**src/rtl/hazard_forward_unit.sv**
```systemverilog
// Hazard controller for the 5-stage MIPS pipeline: shadows EX/MEM/WB destination
// state, selects ALU operand forwarding, and raises load-use stalls and branch flushes.
module hazard_forward_unit #(
  parameter int REG_ADDR_W = 5,
  parameter int CNT_W      = 32
) (
  input  logic                  clk,
  input  logic                  rst_n,
  input  logic                  valid_d,
  input  logic [REG_ADDR_W-1:0] rs_addr_d,
  input  logic [REG_ADDR_W-1:0] rt_addr_d,
  input  logic                  use_rs_d,
  input  logic                  use_rt_d,
  input  logic [REG_ADDR_W-1:0] dst_addr_d,
  input  logic                  reg_write_d,
  input  logic                  mem_to_reg_d,
  input  logic                  branch_taken_e,
  output logic [1:0]            fw_alu1,
  output logic [1:0]            fw_alu2,
  output logic                  stall_f,
  output logic                  stall_d,
  output logic                  flush_d,
  output logic                  flush_e,
  output logic [CNT_W-1:0]      stall_count,
  output logic [CNT_W-1:0]      flush_count
);

  localparam logic [REG_ADDR_W-1:0] ZERO_REG = '0;
  localparam logic [CNT_W-1:0]      CNT_MAX  = '1;

  localparam logic [1:0] SEL_RF  = 2'b00;
  localparam logic [1:0] SEL_WB  = 2'b01;
  localparam logic [1:0] SEL_MEM = 2'b10;

  typedef struct packed {
    logic [REG_ADDR_W-1:0] rs;
    logic [REG_ADDR_W-1:0] rt;
    logic                  use_rs;
    logic                  use_rt;
    logic [REG_ADDR_W-1:0] dst;
    logic                  reg_write;
    logic                  mem_to_reg;
  } ex_stage_t;

  typedef struct packed {
    logic [REG_ADDR_W-1:0] dst;
    logic                  reg_write;
  } wr_stage_t;

  ex_stage_t        ex_q, ex_d;
  wr_stage_t        mem_q, mem_d;
  wr_stage_t        wb_q, wb_d;
  logic [CNT_W-1:0] stall_count_q, stall_count_d;
  logic [CNT_W-1:0] flush_count_q, flush_count_d;

  logic [1:0][1:0] fw_sel;
  logic [1:0]      lu_hit;
  logic            lu;

  // Per-operand forwarding and load-use match; index 0 is rs, index 1 is rt.
  for (genvar gi = 0; gi < 2; gi++) begin : g_operand
    logic [REG_ADDR_W-1:0] ex_src;
    logic                  ex_used;
    logic [REG_ADDR_W-1:0] dec_src;
    logic                  dec_used;
    logic                  hit_mem;
    logic                  hit_wb;

    assign ex_src   = (gi == 0) ? ex_q.rs     : ex_q.rt;
    assign ex_used  = (gi == 0) ? ex_q.use_rs : ex_q.use_rt;
    assign dec_src  = (gi == 0) ? rs_addr_d   : rt_addr_d;
    assign dec_used = (gi == 0) ? use_rs_d    : use_rt_d;

    assign hit_mem = ex_used & mem_q.reg_write & (mem_q.dst != ZERO_REG) & (mem_q.dst == ex_src);
    assign hit_wb  = ex_used & wb_q.reg_write  & (wb_q.dst  != ZERO_REG) & (wb_q.dst  == ex_src);

    assign fw_sel[gi] = hit_mem ? SEL_MEM : (hit_wb ? SEL_WB : SEL_RF);
    assign lu_hit[gi] = dec_used & (dec_src == ex_q.dst);
  end

  assign lu = valid_d & ex_q.mem_to_reg & (ex_q.dst != ZERO_REG) & (|lu_hit);

  always_comb begin
    flush_d = branch_taken_e;
    flush_e = branch_taken_e | lu;
    // A taken branch discards the decode instruction, so its hazard is moot.
    stall_f = lu & ~branch_taken_e;
    stall_d = lu & ~branch_taken_e;
  end

  always_comb begin
    ex_d            = '0;
    ex_d.rs         = rs_addr_d;
    ex_d.rt         = rt_addr_d;
    ex_d.use_rs     = use_rs_d;
    ex_d.use_rt     = use_rt_d;
    ex_d.dst        = dst_addr_d;
    ex_d.reg_write  = reg_write_d & valid_d;
    ex_d.mem_to_reg = mem_to_reg_d & valid_d;
    if (flush_e) begin
      ex_d = '0;
    end

    mem_d.dst       = ex_q.dst;
    mem_d.reg_write = ex_q.reg_write;
    wb_d            = mem_q;

    stall_count_d = stall_count_q;
    if (lu && !branch_taken_e && stall_count_q != CNT_MAX) begin
      stall_count_d = stall_count_q + CNT_W'(1);
    end

    flush_count_d = flush_count_q;
    if (branch_taken_e && flush_count_q != CNT_MAX) begin
      flush_count_d = flush_count_q + CNT_W'(1);
    end
  end

  always_ff @(posedge clk or negedge rst_n) begin
    if (!rst_n) begin
      ex_q          <= '0;
      mem_q         <= '0;
      wb_q          <= '0;
      stall_count_q <= '0;
      flush_count_q <= '0;
    end else begin
      ex_q          <= ex_d;
      mem_q         <= mem_d;
      wb_q          <= wb_d;
      stall_count_q <= stall_count_d;
      flush_count_q <= flush_count_d;
    end
  end

  assign fw_alu1     = fw_sel[0];
  assign fw_alu2     = fw_sel[1];
  assign stall_count = stall_count_q;
  assign flush_count = flush_count_q;

endmodule
```
**config.mk**
```make
export PLATFORM = sky130hd
export DESIGN_NAME = hazard_forward_unit
export DESIGN_NICKNAME = d
export VERILOG_FILES = /design/src/rtl/hazard_forward_unit.sv
export SDC_FILE = /design/constraint.sdc
export NUM_CORES = 1
export LEC_CHECK = 0
export ABC_AREA = 1
export BUFFER_PORTS_ARGS = -buffer_cell sky130_fd_sc_hd__buf_4
export CORE_MARGIN = 5
export CORE_UTILIZATION = 60
export DETAILED_ROUTE_END_ITERATION = 8
export GPL_TIMING_DRIVEN = 1
export PLACE_DENSITY = 0.84
export SYNTH_ARGS = -nofsm -noshare
export SYNTH_HDL_FRONTEND = slang
export SYNTH_SLANG_ARGS = --single-unit
```
**constraint.sdc**
```tcl
create_clock -name clk -period 4.6 [get_ports clk]
set_input_delay 0.92 -clock clk [delete_from_list [all_inputs] [get_ports clk]]
set_output_delay 0.92 -clock clk [all_outputs]
set_load 0.02 [all_outputs]
```
=== After elaboration in Yosys (flattened, before gate mapping) ===
Cells that the tools add are included.

* Register bits after elaboration: 95
* Input port bits: 23
* Output and inout port bits: 72
* Logic and storage cells: 58

* Add/sub/neg operators: 2
* Equality and inequality tests: 8
* Multiplexer cells: 5
* Bitwise operators: 22
* Reductions and logical operators: 8

{| class="wikitable"
|+ Operator list
! cell !! count
|-
| $add A32 B1 Y32 const B || 2
|-
| $ne A32 B32 Y1 const B || 2
|-
| $eq A5 B5 Y1 || 6
|-
| $and A1 B1 Y1 || 20
|-
| $mux W19 || 1
|-
| $reduce_bool A5 Y1 || 3
|-
| $mux W2 || 2
|-
| $logic_and A1 B1 Y1 || 3
|-
| $mux W1 || 2
|-
| $reduce_or A2 Y1 || 1
|-
| $logic_not A1 Y1 || 1
|-
| $not A1 Y1 || 1
|-
| $or A1 B1 Y1 || 1
|}

=== Longest topological paths before layout ===
* Word-level depth: 6
* Mapped depth: 11
* Mapped depth without buffers: 10

=== Worst setup path after synthesis ===
No wires, ideal clock.

* Path kind: input to output
* Start: in rt_addr_d[3]
* End: out flush_e
* Arrival: 1.783 ns
* Required time: 3.680 ns
* Setup slack: 1.897 ns
* Cell stages on the path: 9
* Buffers on the path: 1
* Cells stage by stage: inv_1 -> nand2_1 -> nand2_1 -> nor2_1 -> nand3_1 -> nand2_1 -> nand2_1 -> nand2_1 -> clkbuf_1

* Longest elaborated chain between the ends: 5

{| class="wikitable"
|+ Ends and longest elaborated chain
! what !! RTL line !! text
|-
| from (decl) || 11 || <nowiki>input logic [REG_ADDR_W-1:0] rt_addr_d,</nowiki>
|-
| $eq A5 B5 Y1 || 78 || <nowiki>assign lu_hit[gi] = dec_used & (dec_src == ex_q.dst);</nowiki>
|-
| $and A1 B1 Y1 || 78 ||
|-
| $reduce_or A2 Y1 || 81 || <nowiki>assign lu = valid_d & ex_q.mem_to_reg & (ex_q.dst != ZERO_REG) & (|lu_hit);</nowiki>
|-
| $and A1 B1 Y1 || 81 ||
|-
| $or A1 B1 Y1 || 85 || <nowiki>flush_e = branch_taken_e | lu;</nowiki>
|-
| to (decl) || 23 || <nowiki>output logic flush_e,</nowiki>
|}

Every way passes these cells.

=== Final worst setup path ===
* Start: in rs_addr_d[0]
* End: out flush_e

* Longest elaborated chain between the ends: 5

{| class="wikitable"
|+ Ends and longest elaborated chain
! what !! RTL line !! text
|-
| from (decl) || 10 || <nowiki>input logic [REG_ADDR_W-1:0] rs_addr_d,</nowiki>
|-
| $eq A5 B5 Y1 || 78 ||
|-
| $and A1 B1 Y1 || 78 ||
|-
| $reduce_or A2 Y1 || 81 ||
|-
| $and A1 B1 Y1 || 81 ||
|-
| $or A1 B1 Y1 || 85 ||
|}

Every way passes these cells.

==> results.md <==
* Reg-to-Reg Start: flush_count[0]$_DFFE_PN0P_
* Synth Area in Simple Gates at 39.7%
* Total CTS buffers at 9
* Global-route wire length before repair at 25000 um
* DP HPWL at 11500 um
* Die span in x at 108 um
* Synth Flop Type: dfrtp_1
* Compound-Gate Fraction of Synth Area at 5.09%
* Setup crit end kind: output pin
* Final hold violations at 0
* Static Leak at 3.38 nW
* Postcts setup bufs at 0
* Largest family of logic cells by synthesized area: simple AND/OR/NAND/NOR gates
* Number of DRC markers in iteration 0 at 289
* Overall Global Routing Usage at 26.7%
* Antenna fix cells at 0
* Die Area at 11700 um2
* Post-CTS resize count at 0
* DRT antenna net count at 0
* Htree depth at 3
* Crit path from: rs_addr_d[0]
* Mux share of post-synthesis cell area at 0%
* Cell count after synthesis at 825
* Synth Net Count at 850
* Worst-path clk slew at 0.09 ns
* # setup viols final at 0
* Worst EP required at 3.68 ns
* Vias in the first global route at 5368
* CTS sink count at 95
* Clock Skews at 0.0151 ns
* Site Rows at 35
* Fmax at 315 MHz
* Synthesized area per cell at 7.03 um2
* Dpl ws at 1.45 ns
* PwrDens at 279 nW/um2
* Vias per Instance at 5.28
* NumNets Final at 941
* Clock Tree Buf Depth at 2
* Max-cap violations at 0
* Tcrit/Tclk final at 69.0%
* Pre-antenna DRT Iters at 5
* RSZ-0062 raised after global routing: no
* Number of remaining DRC errors at 0
* GPL Wtd Cong at 0.960
* Post-Synth XOR/XNOR Area at 6.04%
* Worst Path Arrival at 2.25 ns
* Register area share after synthesis at 41.0%
* Setup TNS at 0 ns
* Placed cell area at 6560 um2
* Fin. max-slew vios at 0
* Post-synth EDFFs at 0
* Clk_lat worst skew at 0.36 ns
* I/O pin total at 95
* Startpoint Class: input pin
* Area leader, netlist: dfrtp_1
* Final WS setup at 1.43 ns
* Layout overhead on the synthesized area at 16.0%
* Minimum clock period after layout at 3.17 ns
* Worst Tran Pin Value at 0.897 ns
* Die Ht at 108 um
* Initial Util at 62.2%
* GR peak layer: met2
* Met1 usage at 33.5%
* Area share of the largest cell type after synthesis at 41.0%
* Layout cells sized above 1 at 17.3%
* VDD IR-drop max at 0.231 mV
* Status: complete, no violations
* Initial antenna violation count at 0
* Yosys reg bits at 95
* Gr ovfl total at 0
* Met3 Use GR at 3.40%
* Largest net degree at the start of global routing at 69
* WL/cell at 14.4 um
* Worst hold path type: flip-flop to flip-flop
* Core Footprint at 9330 um2
* Design area at 6730 um2
* Vias at 5539
* Critical path peak fanout at 20
* Port Buffer Count at 94
* Synth cell types at 37
* Area contributors post-synth: dfrtp_1, nand2_1, nor2_1
* TritonCTS clock tree: done
* Root buffer cell: clkbuf_8
* Crit Path Category: input pin to output pin
* FILL cells at 797
* Post-synth ARST share at 100%
* Relative slew slack at 40.2%
* Hold_sp: ex_q[1]$_DFF_PN0_
* Global-route met2 utilization at 46.0%
* Synthesis Warnings at 0
* Adder-cell share of the synthesized area at 0.431%
* Cell area after synthesis at 5800 um2
* Hold buffer count at cts at 0
* WL final at 15100 um
==> synth_stat cells (2+ instances only) <==
master	count
nand3b_1	10
ha_1	2
dfrtp_1	95
nand4_1	5
buf_2	3
clkbuf_1	2
nand3_1	26
buf_6	5
inv_1	79
a211oi_1	2
nand2_2	15
nor3_1	30
inv_2	3
buf_4	7
a21oi_1	2
nor2_1	110
o211ai_1	2
o2111ai_1	4
o21ai_2	17
nor3_2	2
xor2_1	34
o22ai_1	2
o21ai_0	7
xnor2_1	6
nand2_1	341
nor2_4	2
nand2_4	2
==> power breakdown <==
group	internal, mW	switching (mW)	leakage, nW	total [mW]
combinational	0.149	0.262	2.02	0.411
sequential	0.892	0.0691	1.27	0.961
clock	0.211	0.292	0.0895	0.503
total	1.25	0.624	3.38	1.88
==> critical path, stage by stage <==
cell and delay (ns):
buf_4 0.09, inv_1 0.05, nand2_1 0.05, nand2_1 0.04, nor2_1 0.10, nand3_1 0.08, nand2_1 0.10, nand2_1 0.07
nand2_1 0.48, buf_4 0.26
==> through the flow <==
stage | utilization (%) | hold slack, ns | power [mW] | cells
2_1_floorplan | - | 0.331 | 1.23 | 825
5_1_grt | 72.2 | 0.362 | 1.97 | 1050
3_3_place_gp | 70.3 | 0.336 | 1.38 | 1034
4_1_cts | 72.2 | 0.355 | 1.89 | 1050
6_report | 72.2 | 0.354 | 1.88 | 1050
3_5_place_dp | 70.3 | 0.335 | 1.39 | 1034
==> flip-flops by register name (all words and copies together), names as in the netlist <==
signal and cells:
g_operand.ex_src 10, g_operand.ex_used 2, flush_count 32, ex_q 7, wb_q 6, mem_q 6
stall_count 32
==> placed cells by master, fill, tap and decap left out, types with 2 or more instances in the layout <==
master,instances
xor2_1,34
a21oi_1,2
o21ai_2,17
nor3_2,2
o2111ai_1,4
xnor2_1,6
nor2_1,110
ha_1,2
inv_6,2
dfrtp_1,95
nand2_2,15
nand3_1,26
nor2_4,2
clkbuf_8,10
o211ai_1,2
nand3b_1,10
nand2_4,2
nand2_1,341
nor3_1,30
o22ai_1,2
o21ai_0,7
buf_4,97
nand4_1,5
clkinv_2,3
a211oi_1,2
inv_2,3
inv_1,79
==> path summary, 6_finish.rpt <==
path                                                         end  depth (start not counted)  slack [ns]
min in group asynchronous             flush_count[0]$_DFFE_PN0P_                          1        0.65
max in group asynchronous       g_operand[1].ex_src[4]$_DFF_PN0_                          2        3.02
worst max register to register       flush_count[31]$_DFFE_PN0P_                         10        2.34
worst min-delay path                          mem_q[0]$_DFF_PN0_                          0        0.35
worst max-delay path                                     flush_e                         10        1.43
worst min register to register                mem_q[0]$_DFF_PN0_                          0        0.35
==> metal layers <==
metal  wire [um]  up-vias
li1            -     2730
met4         591        0
met2        7500      210
met3         865       52
met5           0        -
met1        6150     2547
==> logic make-up (layout without fill, tap and decap cells) <==
logic type | count (synthesis) | count (layout)
and+or+nand+nor | 549 | 549
adders and majority gates | 2 | 2
xor gates and xnor gates | 40 | 40
DFF | 95 | 95
AOI/OAI and AO/OA | 39 | 39
buffers and inverters | 100 | 196
==> area by class of cell <==
class	count	area [um2]	area share, %
timing repair buffer	97	728	10.8
sequential	95	2380	35.3
clock buffer	11	141	2.10
clock inverter	5	31.3	0.465
inverter	83	317	4.70
tap	129	161	2.40
multi-input combinational	630	2980	44.2
(Power assumes the default switching activity.)
